`src/rtl/instr_encoder.sv`:
```
// RV64 load/store/branch instruction encoder feeding an address-tagged output FIFO.
// Define IMMENC_RANGE_CHECK_EN to also reject immediates that do not fit 12-bit signed.
module instr_encoder #(
    parameter logic [63:0] BASE_ADDR = 64'h0,
    parameter int unsigned DEPTH     = 2
) (
    input  logic        clk,
    input  logic        rst,
    input  logic        in_valid,
    output logic        in_ready,
    input  logic [1:0]  in_type,
    input  logic [4:0]  in_rd,
    input  logic [4:0]  in_rs1,
    input  logic [4:0]  in_rs2,
    input  logic [2:0]  in_funct3,
    input  logic [63:0] in_imm,
    output logic        out_valid,
    input  logic        out_ready,
    output logic [31:0] out_instr,
    output logic [63:0] out_addr,
    output logic        err_pulse,
    output logic [7:0]  err_count
);

    localparam int unsigned PW = (DEPTH > 1) ? $clog2(DEPTH) : 1;
    localparam int unsigned CW = $clog2(DEPTH + 1);

    typedef enum logic [1:0] {
        TYPE_I   = 2'b00,
        TYPE_S   = 2'b01,
        TYPE_SB  = 2'b10,
        TYPE_ILL = 2'b11
    } instr_type_e;

    logic [31:0]   mem_instr_q [DEPTH];
    logic [31:0]   mem_instr_d [DEPTH];
    logic [63:0]   mem_addr_q  [DEPTH];
    logic [63:0]   mem_addr_d  [DEPTH];
    logic [PW-1:0] wr_ptr_q, wr_ptr_d;
    logic [PW-1:0] rd_ptr_q, rd_ptr_d;
    logic [CW-1:0] count_q, count_d;
    logic [63:0]   next_addr_q, next_addr_d;
    logic          err_pulse_q, err_pulse_d;
    logic [7:0]    err_count_q, err_count_d;

    instr_type_e   req_type;
    logic [11:0]   imm12;
    logic [31:0]   instr;
    logic          range_bad;
    logic          accept, reject, push, pop;

    function automatic logic [PW-1:0] ptr_inc(input logic [PW-1:0] p);
        return (p == PW'(DEPTH - 1)) ? '0 : p + PW'(1);
    endfunction

    assign req_type = instr_type_e'(in_type);
    assign imm12    = in_imm[11:0];

`ifdef IMMENC_RANGE_CHECK_EN
    assign range_bad = (in_imm[63:11] != {53{in_imm[11]}});
`else
    logic unused_imm_hi;
    assign unused_imm_hi = ^in_imm[63:12];
    assign range_bad     = 1'b0;
`endif

    // SB immediate is in halfwords: imm[k] lands where byte-offset bit k+1 would.
    always_comb begin
        instr = '0;
        case (req_type)
            TYPE_I:  instr = {imm12, in_rs1, in_funct3, in_rd, 7'b0000011};
            TYPE_S:  instr = {imm12[11:5], in_rs2, in_rs1, in_funct3, imm12[4:0], 7'b0100011};
            TYPE_SB: instr = {imm12[11], imm12[9:4], in_rs2, in_rs1, in_funct3,
                              imm12[3:0], imm12[10], 7'b1100011};
            default: instr = '0;
        endcase
    end

    assign in_ready  = (count_q < CW'(DEPTH));
    assign out_valid = (count_q != '0);
    assign out_instr = out_valid ? mem_instr_q[rd_ptr_q] : '0;
    assign out_addr  = out_valid ? mem_addr_q[rd_ptr_q]  : '0;
    assign err_pulse = err_pulse_q;
    assign err_count = err_count_q;

    assign accept = in_valid & in_ready;
    assign reject = (req_type == TYPE_ILL) | range_bad;
    assign push   = accept & ~reject;
    assign pop    = out_valid & out_ready;

    always_comb begin
        mem_instr_d = mem_instr_q;
        mem_addr_d  = mem_addr_q;
        wr_ptr_d    = wr_ptr_q;
        rd_ptr_d    = rd_ptr_q;
        next_addr_d = next_addr_q;
        err_count_d = err_count_q;
        err_pulse_d = accept & reject;
        count_d     = count_q + CW'(push) - CW'(pop);

        if (push) begin
            mem_instr_d[wr_ptr_q] = instr;
            mem_addr_d[wr_ptr_q]  = next_addr_q;
            wr_ptr_d              = ptr_inc(wr_ptr_q);
            next_addr_d           = next_addr_q + 64'd4;
        end
        if (pop) begin
            rd_ptr_d = ptr_inc(rd_ptr_q);
        end
        if (accept && reject && (err_count_q != 8'hFF)) begin
            err_count_d = err_count_q + 8'd1;
        end
    end

    always_ff @(posedge clk) begin
        if (rst) begin
            mem_instr_q <= '{default: '0};
            mem_addr_q  <= '{default: '0};
            wr_ptr_q    <= '0;
            rd_ptr_q    <= '0;
            count_q     <= '0;
            next_addr_q <= BASE_ADDR;
            err_pulse_q <= 1'b0;
            err_count_q <= '0;
        end else begin
            mem_instr_q <= mem_instr_d;
            mem_addr_q  <= mem_addr_d;
            wr_ptr_q    <= wr_ptr_d;
            rd_ptr_q    <= rd_ptr_d;
            count_q     <= count_d;
            next_addr_q <= next_addr_d;
            err_pulse_q <= err_pulse_d;
            err_count_q <= err_count_d;
        end
    end

endmodule
```
`config.mk`:
```
export PLATFORM = sky130hd
export DESIGN_NAME = instr_encoder
export DESIGN_NICKNAME = d
export VERILOG_FILES = /design/src/rtl/instr_encoder.sv
export SDC_FILE = /design/constraint.sdc
export NUM_CORES = 1
export LEC_CHECK = 0
export ABC_AREA = 1
export CAP_MARGIN = 20
export CORE_AREA = 2 2 145 147
export CTS_CLUSTER_DIAMETER = 80
export DETAILED_ROUTE_END_ITERATION = 12
export DIE_AREA = 0 0 147 149
export GPL_ROUTABILITY_DRIVEN = 0
export GPL_TIMING_DRIVEN = 0
export HOLD_SLACK_MARGIN = 0.12
export PLACE_DENSITY = 0.85
export SYNTH_ARGS = -nofsm -noshare
export SYNTH_HDL_FRONTEND = slang
export SYNTH_SLANG_ARGS = --single-unit
```
`constraint.sdc`:
```
create_clock -name clk -period 3.7 [get_ports clk]
set_input_delay 0.74 -clock clk [delete_from_list [all_inputs] [get_ports clk]]
set_output_delay 0.74 -clock clk [all_outputs]
set_load 0.02 [all_outputs]
```
==> results.md <==
Run status:
- The run finished with clean final reports.

Clock network:
- At the later pin of the worst-skew pair, clock insertion delay measures 530 ps.
- In this run, post-CTS hold repair placed 0 buffers.
- The cell at the root of the clock tree is clkbuf_16.
- The clock passes through at most 3 buffers.
- Clock tree synthesis found a total of 255 sinks.
- The number of levels the H-tree was split into is 1.
- The number of clock buffers inserted by TritonCTS is 26.
- TritonCTS built the clock tree.
- Buffers added to address setup during post-CTS repair amount to 0.
- After clock tree synthesis, the clock-pin slew on the worst setup and hold paths is 70 ps.

Finish:
- The finished layout holds 2,084 standard cells, fillers aside.
- The final antenna diode count is 0.
- The post-route netlist has 6.41% of its cells at a drive strength greater than 1.
- The area growth from synthesis to layout is 22.6%.
- The count of nets after finishing is 1,887.

Detailed routing:
- The via count normalized by instance count is 5.74.
- For this run, the detailed router's first-pass iteration total came to 5.
- After detailed routing, the number of remaining DRC violations is 0.
- The per-cell routed wire length is 16.7 um.
- The routed layout has 12.0k vias.
- The number of violations reported at the end of detailed-routing iteration 0 is 1,204.
- The overall routed net length is 34,700 um.
- The detail route stage leaves a number of antenna-violating nets equal to 0.

Yosys:
- The average footprint of a synthesized cell is 7.12 sq um.
- The count of different cell masters after synthesis is 32.
- During synthesis, Yosys emitted a total of 0 warnings.
- The most frequently used flop master after synthesis is dfxtp_1.
- The number of flops mapped to enable cells by yosys is 0.
- Counting flops with an async set or reset pin after synthesis yields a share of 0%.
- The cell area that synthesis handed to floorplanning was 11,500 sq um.
- The synthesized netlist cell count is 1,622.
- Of the synthesized area, sequential elements account for 44.2%.
- Counting flops and latches in the post-synthesis netlist gives 255.

Power:
- The ratio of total power to cell area is 612 nW/um^2.
- In this run the static leakage power is 5.06 nW.
- The design draws 0.00867 W.
- The largest voltage drop on the vdd net is 0.459 mV.

Min path:
- The class of the tightest hold or removal check is register to register.
- The worst hold path was traced through 2 stages.

STA:
- In the finished design, the share of the clock period the worst path needs comes to 96.2%.
- The number of endpoints failing setup at the final stage is 0.
- The count of endpoints failing hold in the final timing report is 0.
- Setup repair after global routing could not meet its margin everywhere.
- The worst hold-check slack is 472 ps.
- The number of max-slew violations in the final report is 0.
- The relative max-transition margin is 45.8%.
- The time the worst path needs with I/O delays and setup is 3560 ps.
- Across the routed clock network, the largest skew measured is 12.2 ps.
- Setup total negative slack on the finished layout was measured at 0 ps.
- For the pin with the worst max-slew slack, the measured transition is 813 ps.
- The smallest setup slack after layout is 142 ps.
- The highest clock frequency the design can meet is 0.281 GHz.

Worst setup path:
- The setup path with the least slack is of type register to primary output.
- The cell family with the largest share of critical-path delay is buffers and inverters.
- The largest individual stage delay along the critical path comes from the cell clkdlybuf4s50_1.
- For the worst flop-to-flop path, the logic depth is 6.
- The highest fanout seen on the critical path is 10.
- Traced cell by cell, the critical path runs through nor2_1, inv_1, buf_2, clkbuf_1, o21ai_0, a21oi_1, clkdlybuf4s50_1.
- The worst setup path is captured at a primary output.
- The startpoint type of the worst setup path is a register.
- On the worst path, the slowest cell contributes a delay of 650 ps.
- In this run the number of cells on the critical path is 7.
- The data arrival at the endpoint of the critical path is 2820 ps.
- The number of buffer and inverter stages on the critical path is 4.
- The required time of the critical path is 2960 ps.

Place:
- Input and output buffers added on the ports amount to 136.
- At the placement stage, the worst setup path has a slack of 167 ps.
- The post-DP HPWL is 24,700 um.
- Counting tap cells, the placed design contains a total of 2,037 instances.

Global route:
- The first global-routing pass estimated 55,700 um of wire.
- The global-route congestion overflow total is 0.
- In the global route stage, overall resource usage came out at 30.9%.
- The largest net degree at the start of global routing is 16.
- The number of antenna violations at the first check in global routing came to 0.
- The via count of the first global-routing pass is 11.6k.

Die:
- The floorplan has 53 rows.
- The number of I/O pins is 195.
- The area enclosed by the die boundary is 21,900 sq um.
- The die height is 149 um.
- The die outline width is 147 um.
- The starting density of the core is 56.2%.
- The core region is 20,600 sq um.

Flow run:
- The max-capacitance violation count is 0.
## cell families (layout without fill, tap and decap cells)
kind of cell	Yosys count	after routing	synth area share [%]
AO/OA/AOI/OAI	539	539	24.5
XOR/XNOR	4	4	0.303
adder cells (fa/ha/maj)	10	10	1.08
buffers and inverters	332	515	11.2
flip-flops	255	255	44.2
other	1	5	0.0325
AND/OR/NAND/NOR	481	481	18.6
## layout by cell type (no fill, tap or decap), types with 19 or more instances in the layout
cell and instances:
dfxtp_1 254, inv_1 233, o21ai_0 220, a21oi_1 218, nand2_1 205, nor2_1 146, clkdlybuf4s50_1 136, o22ai_1 96
clkbuf_1 69, nand3_1 48, clkbuf_16 27, nor3_1 23, buf_2 20, nand4_1 19
## power breakdown
part / internal (W) / leakage [nW] / total [W] / switching (W)
combinational: 0.00104 / 2.54 / 0.00283 / 0.00179
clock: 0.00161 / 0.444 / 0.00272 / 0.00111
sequential: 0.00299 / 2.07 / 0.00312 / 0.000136
## synthesized netlist by cell type (5+ instances only)
library cell | instances | area [sq um]
dfxtp_1 | 255 | 5100
o21ai_0 | 220 | 1100
nor3_1 | 23 | 115
o22ai_1 | 96 | 601
nand4_1 | 19 | 119
nand2_2 | 5 | 31.3
nand2_1 | 205 | 769
nor2_4 | 12 | 135
clkbuf_1 | 69 | 259
nor2_1 | 146 | 548
buf_4 | 7 | 52.6
ha_1 | 10 | 125
nand3_1 | 48 | 240
nor2_2 | 12 | 75.1
buf_2 | 20 | 100
a21oi_1 | 218 | 1090
inv_1 | 233 | 875
## registers in the layout, summed over array words and instances, names as in the netlist
signal / flops
count_q: 2
mem_addr_q: 124
mem_instr_q: 56
next_addr_q: 62
err_count: 8
rd_ptr_q: 1
wr_ptr_q: 1
err_pulse: 1
## final cells by class
type	count	area (sq um)
fill	1690	6400
tap	275	344
buffer	95	410
timing repair buffer	136	1360
sequential	255	5110
inverter	236	886
clock buffer	33	728
clock inverter	15	160
multi-input combinational	1039	5160
## worst reg2reg max path, stage by stage, from the launching register on
cell and delay (ps):
dfxtp_1 350, inv_2 120, nand2_2 70, nor2_4 240, nand3_1 650, clkbuf_1 430
o22ai_1 300
## worst paths after layout
kind,from,to,slack (ps)
min reg2reg,mem_addr_q[35],mem_addr_q[35],470
min,mem_addr_q[35],mem_addr_q[35],470
max reg2reg,count_q[1],mem_addr_q[16],1430
max,count_q[1],out_addr[54],140
## metrics by stage
stage,cell area (sq um),util (%)
2_1_floorplan,11600,-
4_1_cts,14200,68.9
3_5_place_dp,13300,64.5
6_report,14200,68.9
3_3_place_gp,13300,64.5
5_1_grt,14200,68.9
## per-layer routing
layer	wire, um	up-vias	track usage, %
met5	0	-	0
met4	1500	0	14.8
met3	3300	125	6.15
met2	16100	635	52.6
met1	13800	5496	37.8
li1	-	5706	-
## repair_timing
action                                  4_1_cts  5_1_grt
endpoints found under the hold margin         0        0
endpoints found under the setup margin       81       33
pin swaps                                     0        0
gates resized for setup                       1        3
Note: power is estimated with default switching activity, not from simulation.
